[src/rtl/coll_pkg.sv]
`default_nettype none
// ============================================================================
// coll_pkg : shared widths, object record, FSM encoding and r2 helper
// Rev 1.0
// ============================================================================
package coll_pkg;

   localparam int COORD_W = 16;
   localparam int RAD_W   = 8;
   localparam int CNT_W   = 8;

   typedef struct packed {
      logic [COORD_W-1:0] x;
      logic [COORD_W-1:0] y;
      logic [COORD_W-1:0] vx;
      logic [COORD_W-1:0] vy;
      logic [RAD_W-1:0]   r;
   } obj_t;

   typedef enum logic [2:0] {
      ST_IDLE  = 3'd0,
      ST_LOAD  = 3'd1,
      ST_ISSUE = 3'd2,
      ST_WAIT  = 3'd3,
      ST_GAP   = 3'd4,
      ST_FIN   = 3'd5
   } state_t;

   // (ra+rb)^2 in full 18-bit precision, clamped to the 16-bit operand range
   function automatic logic [COORD_W-1:0] sat_r2(input logic [RAD_W-1:0] ra,
                                                 input logic [RAD_W-1:0] rb);
      logic [RAD_W:0]     sum;
      logic [2*RAD_W+1:0] sq;
      sum = {1'b0, ra} + {1'b0, rb};
      sq  = {{(RAD_W+1){1'b0}}, sum} * {{(RAD_W+1){1'b0}}, sum};
      if (|sq[2*RAD_W+1:COORD_W])
         return '1;
      return sq[COORD_W-1:0];
   endfunction

endpackage
`default_nettype wire

[src/rtl/coll_obj_table.sv]
`default_nettype none
// ============================================================================
// coll_obj_table : N_OBJ-entry object register file, 1 write / 2 read ports
// Rev 1.0
// ============================================================================
module coll_obj_table
   import coll_pkg::*;
#(
   parameter int N_OBJ = 8
) (
   input  logic       clock,
   input  logic       wr_en,
   input  logic [3:0] wr_addr,
   input  obj_t       wr_obj,
   input  logic [3:0] rd_idx_a,
   input  logic [3:0] rd_idx_b,
   output obj_t       rd_obj_a,
   output obj_t       rd_obj_b
);

   obj_t mem [N_OBJ];

   // Addresses at or beyond N_OBJ match no entry and are dropped
   always_ff @(posedge clock) begin
      for (int k = 0; k < N_OBJ; k++) begin
         if (wr_en && (wr_addr == 4'(k)))
            mem[k] <= wr_obj;
      end
   end

   always_comb begin
      rd_obj_a = '0;
      rd_obj_b = '0;
      for (int k = 0; k < N_OBJ; k++) begin
         if (rd_idx_a == 4'(k))
            rd_obj_a = mem[k];
         if (rd_idx_b == 4'(k))
            rd_obj_b = mem[k];
      end
   end

endmodule
`default_nettype wire

[src/rtl/coll_pair_sched.sv]
`default_nettype none
// ============================================================================
// coll_pair_sched : sweeps all object pairs (i<j) through the collision engine
// Rev 1.0
// ============================================================================
module coll_pair_sched
   import coll_pkg::*;
#(
   parameter int N_OBJ   = 8,
   parameter int TIMEOUT = 64
) (
   input  logic             clock,
   input  logic             reset,
   input  logic             wr_en,
   input  logic [3:0]       wr_addr,
   input  logic [15:0]      wr_x,
   input  logic [15:0]      wr_y,
   input  logic [15:0]      wr_vx,
   input  logic [15:0]      wr_vy,
   input  logic [7:0]       wr_r,
   input  logic             start,
   output logic             busy,
   output logic             done,
   output logic             err_timeout,
   output logic [15:0]      x1,
   output logic [15:0]      y1,
   output logic [15:0]      x2,
   output logic [15:0]      y2,
   output logic [15:0]      vx1,
   output logic [15:0]      vy1,
   output logic [15:0]      vx2,
   output logic [15:0]      vy2,
   output logic [15:0]      r2,
   output logic             in_rdy,
   input  logic             out_rdy,
   input  logic             trial,
   output logic [7:0]       hit_cnt,
   output logic [N_OBJ-1:0] obj_hit
);

   localparam int               TMO_W    = $clog2(TIMEOUT + 1);
   localparam logic [TMO_W-1:0] TMO_LAST = TMO_W'(TIMEOUT - 1);
   localparam logic [4:0]       N_LIM    = 5'(N_OBJ);
   localparam logic [4:0]       LAST_I   = 5'(N_OBJ - 1);

   state_t           state;
   state_t           state_nxt;
   logic [3:0]       idx_i;
   logic [3:0]       idx_j;
   logic [4:0]       j_inc;
   logic [4:0]       i_adv;
   logic [3:0]       j_adv;
   logic [TMO_W-1:0] tmo_cnt;
   logic             start_acc;
   logic             take_res;
   logic             tmo_fire;
   logic [N_OBJ-1:0] pair_mask;
   obj_t             obj_wr;
   obj_t             obj_i;
   obj_t             obj_j;

   always_comb begin
      obj_wr    = '0;
      obj_wr.x  = wr_x;
      obj_wr.y  = wr_y;
      obj_wr.vx = wr_vx;
      obj_wr.vy = wr_vy;
      obj_wr.r  = wr_r;
   end

   coll_obj_table #(
      .N_OBJ (N_OBJ)
   ) u_table (
      .clock    (clock),
      .wr_en    (wr_en && !busy),
      .wr_addr  (wr_addr),
      .wr_obj   (obj_wr),
      .rd_idx_a (idx_i),
      .rd_idx_b (idx_j),
      .rd_obj_a (obj_i),
      .rd_obj_b (obj_j)
   );

   // Lexicographic pair advance; j wraps to i+1 of the next row
   always_comb begin
      j_inc = {1'b0, idx_j} + 5'd1;
      if (j_inc == N_LIM) begin
         i_adv = {1'b0, idx_i} + 5'd1;
         j_adv = idx_i + 4'd2;
      end else begin
         i_adv = {1'b0, idx_i};
         j_adv = j_inc[3:0];
      end
   end

   always_comb begin
      pair_mask = '0;
      for (int k = 0; k < N_OBJ; k++) begin
         if ((idx_i == 4'(k)) || (idx_j == 4'(k)))
            pair_mask[k] = 1'b1;
      end
   end

   always_ff @(posedge clock or posedge reset) begin
      if (reset)
         state <= ST_IDLE;
      else
         state <= state_nxt;
   end

   always_comb begin
      state_nxt = state;
      start_acc = 1'b0;
      take_res  = 1'b0;
      tmo_fire  = 1'b0;
      case (state)
         ST_IDLE: begin
            if (start) begin
               start_acc = 1'b1;
               state_nxt = ST_LOAD;
            end
         end
         ST_LOAD:  state_nxt = ST_ISSUE;
         ST_ISSUE: state_nxt = ST_WAIT;
         ST_WAIT: begin
            if (out_rdy) begin
               take_res  = 1'b1;
               state_nxt = ST_GAP;
            end else if (tmo_cnt == TMO_LAST) begin
               tmo_fire  = 1'b1;
               state_nxt = ST_FIN;
            end
         end
         ST_GAP:   state_nxt = (i_adv == LAST_I) ? ST_FIN : ST_LOAD;
         ST_FIN:   state_nxt = ST_IDLE;
         default:  state_nxt = ST_IDLE;
      endcase
   end

   // Handshake/status outputs are registered from the next state so they
   // line up with the state they describe and clear asynchronously on reset
   always_ff @(posedge clock or posedge reset) begin
      if (reset) begin
         busy        <= 1'b0;
         done        <= 1'b0;
         in_rdy      <= 1'b0;
         err_timeout <= 1'b0;
         hit_cnt     <= '0;
         obj_hit     <= '0;
         idx_i       <= '0;
         idx_j       <= '0;
         tmo_cnt     <= '0;
         x1          <= '0;
         y1          <= '0;
         vx1         <= '0;
         vy1         <= '0;
         x2          <= '0;
         y2          <= '0;
         vx2         <= '0;
         vy2         <= '0;
         r2          <= '0;
      end else begin
         busy   <= (state_nxt != ST_IDLE);
         done   <= (state_nxt == ST_FIN);
         in_rdy <= (state_nxt == ST_ISSUE) || (state_nxt == ST_WAIT);

         if (start_acc) begin
            hit_cnt     <= '0;
            obj_hit     <= '0;
            err_timeout <= 1'b0;
            idx_i       <= 4'd0;
            idx_j       <= 4'd1;
         end

         if (state == ST_LOAD) begin
            x1  <= obj_i.x;
            y1  <= obj_i.y;
            vx1 <= obj_i.vx;
            vy1 <= obj_i.vy;
            x2  <= obj_j.x;
            y2  <= obj_j.y;
            vx2 <= obj_j.vx;
            vy2 <= obj_j.vy;
            r2  <= sat_r2(obj_i.r, obj_j.r);
         end

         if (state == ST_ISSUE)
            tmo_cnt <= '0;
         else if (state == ST_WAIT)
            tmo_cnt <= tmo_cnt + TMO_W'(1);

         if (take_res && trial) begin
            if (hit_cnt != 8'hFF)
               hit_cnt <= hit_cnt + 8'd1;
            obj_hit <= obj_hit | pair_mask;
         end

         if (tmo_fire)
            err_timeout <= 1'b1;

         if (state == ST_GAP) begin
            idx_i <= i_adv[3:0];
            idx_j <= j_adv;
         end
      end
   end

endmodule
`default_nettype wire

[config.mk]
export PLATFORM = sky130hd
export DESIGN_NAME = coll_pair_sched
export DESIGN_NICKNAME = d
export VERILOG_FILES = /design/src/rtl/coll_pkg.sv /design/src/rtl/coll_obj_table.sv /design/src/rtl/coll_pair_sched.sv
export SDC_FILE = /design/constraint.sdc
export NUM_CORES = 1
export LEC_CHECK = 0
export BUFFER_PORTS_ARGS = -buffer_cell sky130_fd_sc_hd__buf_2
export CORE_MARGIN = 3
export CORE_UTILIZATION = 49
export DETAILED_ROUTE_END_ITERATION = 10
export GPL_TIMING_DRIVEN = 1
export PLACE_DENSITY = 0.77
export SYNTH_ARGS = -nofsm -noshare
export SYNTH_HDL_FRONTEND = slang
export SYNTH_SLANG_ARGS = --single-unit
[constraint.sdc]
create_clock -name clock -period 11.15 [get_ports clock]
set_input_delay 2.23 -clock clock [delete_from_list [all_inputs] [get_ports clock]]
set_output_delay 2.23 -clock clock [all_outputs]
set_load 0.01 [all_outputs]
==> run summary <==
The average cell area after synthesis is 12.8 um^2. The core region is 69100 um^2. The number of enable flip-flop cells after synthesis came out at 576.

The multi-input combinational cells in the finished layout cover a total of 11500 um^2. The wire-length estimate of the detail-placed layout is 57.4 mm. Of the cells placed in the final design, the portion with a size suffix greater than 1 is 0.157.

TritonCTS built the clock tree. The transition time at the pin with the least slew margin came out at 1370 ps. The number of global-route vias before repair is 27000. The data required time at the worst endpoint is 11630 ps. The die boundary height is 271 um. The layout-stage area growth over the synthesis result is 13.4%. The met1 usage in global routing is 0.338. The post-detailed-route wirelength per cell came out at 26.7 um. The share of the yosys chip area belonging to registers is 0.635. Row generation in the floorplan step produced 96 rows. The maximum number of pins on one net before global-route repair came out at 101.

The run finished with clean final reports. The first global-routing pass estimated 155 mm of wire. The final worst clock skew came out at 26.3 ps.

The floorplan die area is 73400 um^2. The tool flagged a number of max-cap violations equal to 0. Yosys mapped the design onto 66 distinct sky130hd cell types.

The critical path class is reg -> reg. The detailed-route vias per instance is 6.90. Synthesis produced a netlist whose cell count is 2696. In this run the most used layer during global routing was met2. The worst setup margin came out at 1490 ps. The number of buffers and inverters on the critical path came out at 6.

The worst setup path is captured at a flop. The global router's overall resource usage came out at 0.269. The flop-to-flop setup slack is 1490 ps.

The post-synthesis sequential element count is 758. For this run, design rule violations remaining after detail routing come to 0. The area of all sequential standard cells came out at 21900 um^2. The sum of overflow across all layers after global routing came out at 0. In the synthesized netlist the async set-or-reset flop fraction comes to 0.240.

The total clock buffers created by CTS came out at 79. The number of nets with antenna violations after routing is 0. At the end of routability-driven placement, the weighted congestion stood at 0.829. After clock tree synthesis, the repair step resized 0 gates. The mapped netlist covers 34400 um^2. The layout has 5330 filler cells. The clock sink count is 758. The DRC marker count from the first detailed-route iteration came out at 3699. Broken down by cell family, the worst path's largest delay share belongs to compound AO/OA/AOI/OAI gates. The met2 demand-to-capacity share in global routing is 0.446. Setup repair after global routing left no endpoint under its margin. The worst setup path is launched from a flop. The die width is 271 um. The cell seen most often among critical-path stages is inv_1.

The worst hold path belongs to the class reg -> reg. The total setup violations reported at the end of the flow is 0. The effective utilization at floorplan came out at 0.498.

The peak fanout along the critical path is 50. The worst max-slew margin expressed relative to the limit is 0.0857. The buffers inserted during post-CTS setup optimization is 0. The clock latency on the worst-skew pair came out at 630 ps. The routed design has 102 mm of wire. The minimum clock period is 9660 ps.

In the final design database the tool counted 2987 nets. The cell at the slowest stage of the critical path is o21ai_2. The met3 track utilization from global routing is 0.0560. Prior to clock tree synthesis, the placed netlist has a worst setup slack of 1670 ps. The I/O pin count is 246.

Clock tree synthesis selected as its root buffer the cell clkbuf_16. The total count of hold-check failures in the final report is 0. The clock transition at the register clock pins on the worst setup and hold paths after CTS came out at 60 ps. The max-slew violation count was 0. In this design, the stage delay of the slowest critical-path cell is 720 ps.

The sum of negative setup slack is 0 ps. The number of H-tree levels is 3. The post-synth net total is 2864.

The count of buffers added on input and output ports is 245. The most used flip-flop cell after synthesis is edfxtp_1. Dividing the final minimum period by the clock period gives 0.867. The total of warnings raised by yosys is 0. In this run the deepest clock path goes through 3 buffers. The initial antenna violation count is 16.

The signal arrival time at the worst endpoint is 10140 ps. The maximum clock frequency came out at 0.103 GHz. The number of buffers inserted by hold repair at cts is 0. The number of iterations in the first detailed-routing pass came out at 7.

The detailed-route via count is 26400.
==> through the flow <==
stage | std cells | util | cell area, um^2 | hold WS (ps)
floorplan | 2696 | - | 34400 | 452
global placement | 3669 | 0.525 | 36300 | 460
detailed placement | 3669 | 0.525 | 36300 | 464
CTS | 3816 | 0.564 | 39000 | 478
global route | 3820 | 0.564 | 39000 | 510
finish | 3825 | 0.565 | 39000 | 474
==> area by class of cell <==
class | instances | share of cell area
diodes | 9 | 0.000578
clock buffers | 113 | 0.0582
clock inverters | 34 | 0.0114
inverters | 86 | 0.00847
multi-input cells | 1619 | 0.294
flip-flops and latches | 758 | 0.560
well taps | 931 | 0.0299
repair buffers | 275 | 0.0372
==> layer usage <==
layer | vias to the layer above | part of all wire
li1 | 11000 | -
met1 | 13300 | 0.36
met2 | 1761 | 0.49
met3 | 288 | 0.11
met4 | 16 | 0.040
met5 | - | 0.0010
==> cell families after synthesis <==
group / synth area share
AOI/OAI and AO/OA: 0.217
xor gates and xnor gates: 0.00509
adders and majority gates: 0.0389
buffers and inverters: 0.0359
DFF: 0.635
muxes: 0.00240
and+or+nand+nor: 0.0648
==> worst register-to-register path: cells and delay by family, from the launching register on <==
family,cells,cell delay (ps)
DFF,1,460
xor gates and xnor gates,1,200
buffers and inverters,6,1260
adders and majority gates,6,2610
AOI/OAI and AO/OA,13,3240
and+or+nand+nor,5,1760
==> cells in the mapped netlist (6+ instances only) <==
master,number,area share
edfxtp_1,576,0.50
nor2_1,198,0.022
clkbuf_1,187,0.020
o21ai_0,183,0.027
dfrtp_1,182,0.13
nand3_1,147,0.021
a221o_1,146,0.042
a22oi_1,145,0.032
o211ai_1,145,0.032
o22ai_1,138,0.025
a221oi_1,127,0.032
inv_1,85,0.0093
nand2_1,71,0.0077
ha_1,51,0.019
a21oi_1,47,0.0068
fa_1,35,0.020
buf_1,32,0.0035
and2_1,19,0.0035
and3_1,13,0.0024
xnor2_1,13,0.0033
nor3_1,12,0.0017
a21o_1,11,0.0024
a311oi_1,10,0.0025
buf_2,10,0.0015
o31ai_2,10,0.0036
nor2b_1,9,0.0016
o31ai_1,8,0.0017
a31oi_1,7,0.0013
xor2_1,7,0.0018
mux2i_1,6,0.0017
==> flip-flops by register name (all words and copies together), names as in the netlist <==
signal,cells
busy,1
done,1
err_timeout,1
hit_cnt,8
idx_i,4
idx_j,4
in_rdy,1
obj_hit,8
r2,16
state,3
tmo_cnt,7
u_table.mem,576
vx1,16
vx2,16
vy1,16
vy2,16
x1,16
x2,16
y1,16
y2,16
==> placed cells by master, fill, tap and decap left out, types with 12 or more instances in the layout <==
cell type,synthesis,final
inv_1,85,84
a22oi_1,145,145
xnor2_1,13,13
ha_1,51,51
and3_1,13,12
edfxtp_1,576,576
dfrtp_1,182,182
clkinv_2,0,12
nor2_1,198,192
clkbuf_16,0,82
o21ai_0,183,183
a221oi_1,127,127
buf_4,1,30
nand2_1,71,63
buf_2,10,245
o211ai_1,145,145
a21oi_1,47,47
nand3_1,147,147
fa_1,35,35
clkbuf_1,187,21
a221o_1,146,146
o22ai_1,138,138
==> final timing paths <==
| check | from | cells after the start | endpoint |
|---|---|---|---|
| worst min register to register | err_timeout | 2 | err_timeout |
| max in group asynchronous | reset | 3 | x1[12] |
| worst max-delay path | idx_i[3] | 31 | r2[13] |
| min in group asynchronous | reset | 2 | hit_cnt[5] |
| worst max register to register | idx_i[3] | 31 | r2[13] |
| worst min-delay path | err_timeout | 2 | err_timeout |
Power is not shown: default switching activity piles up to over one toggle a cycle in this logic, so the estimate is an artifact.
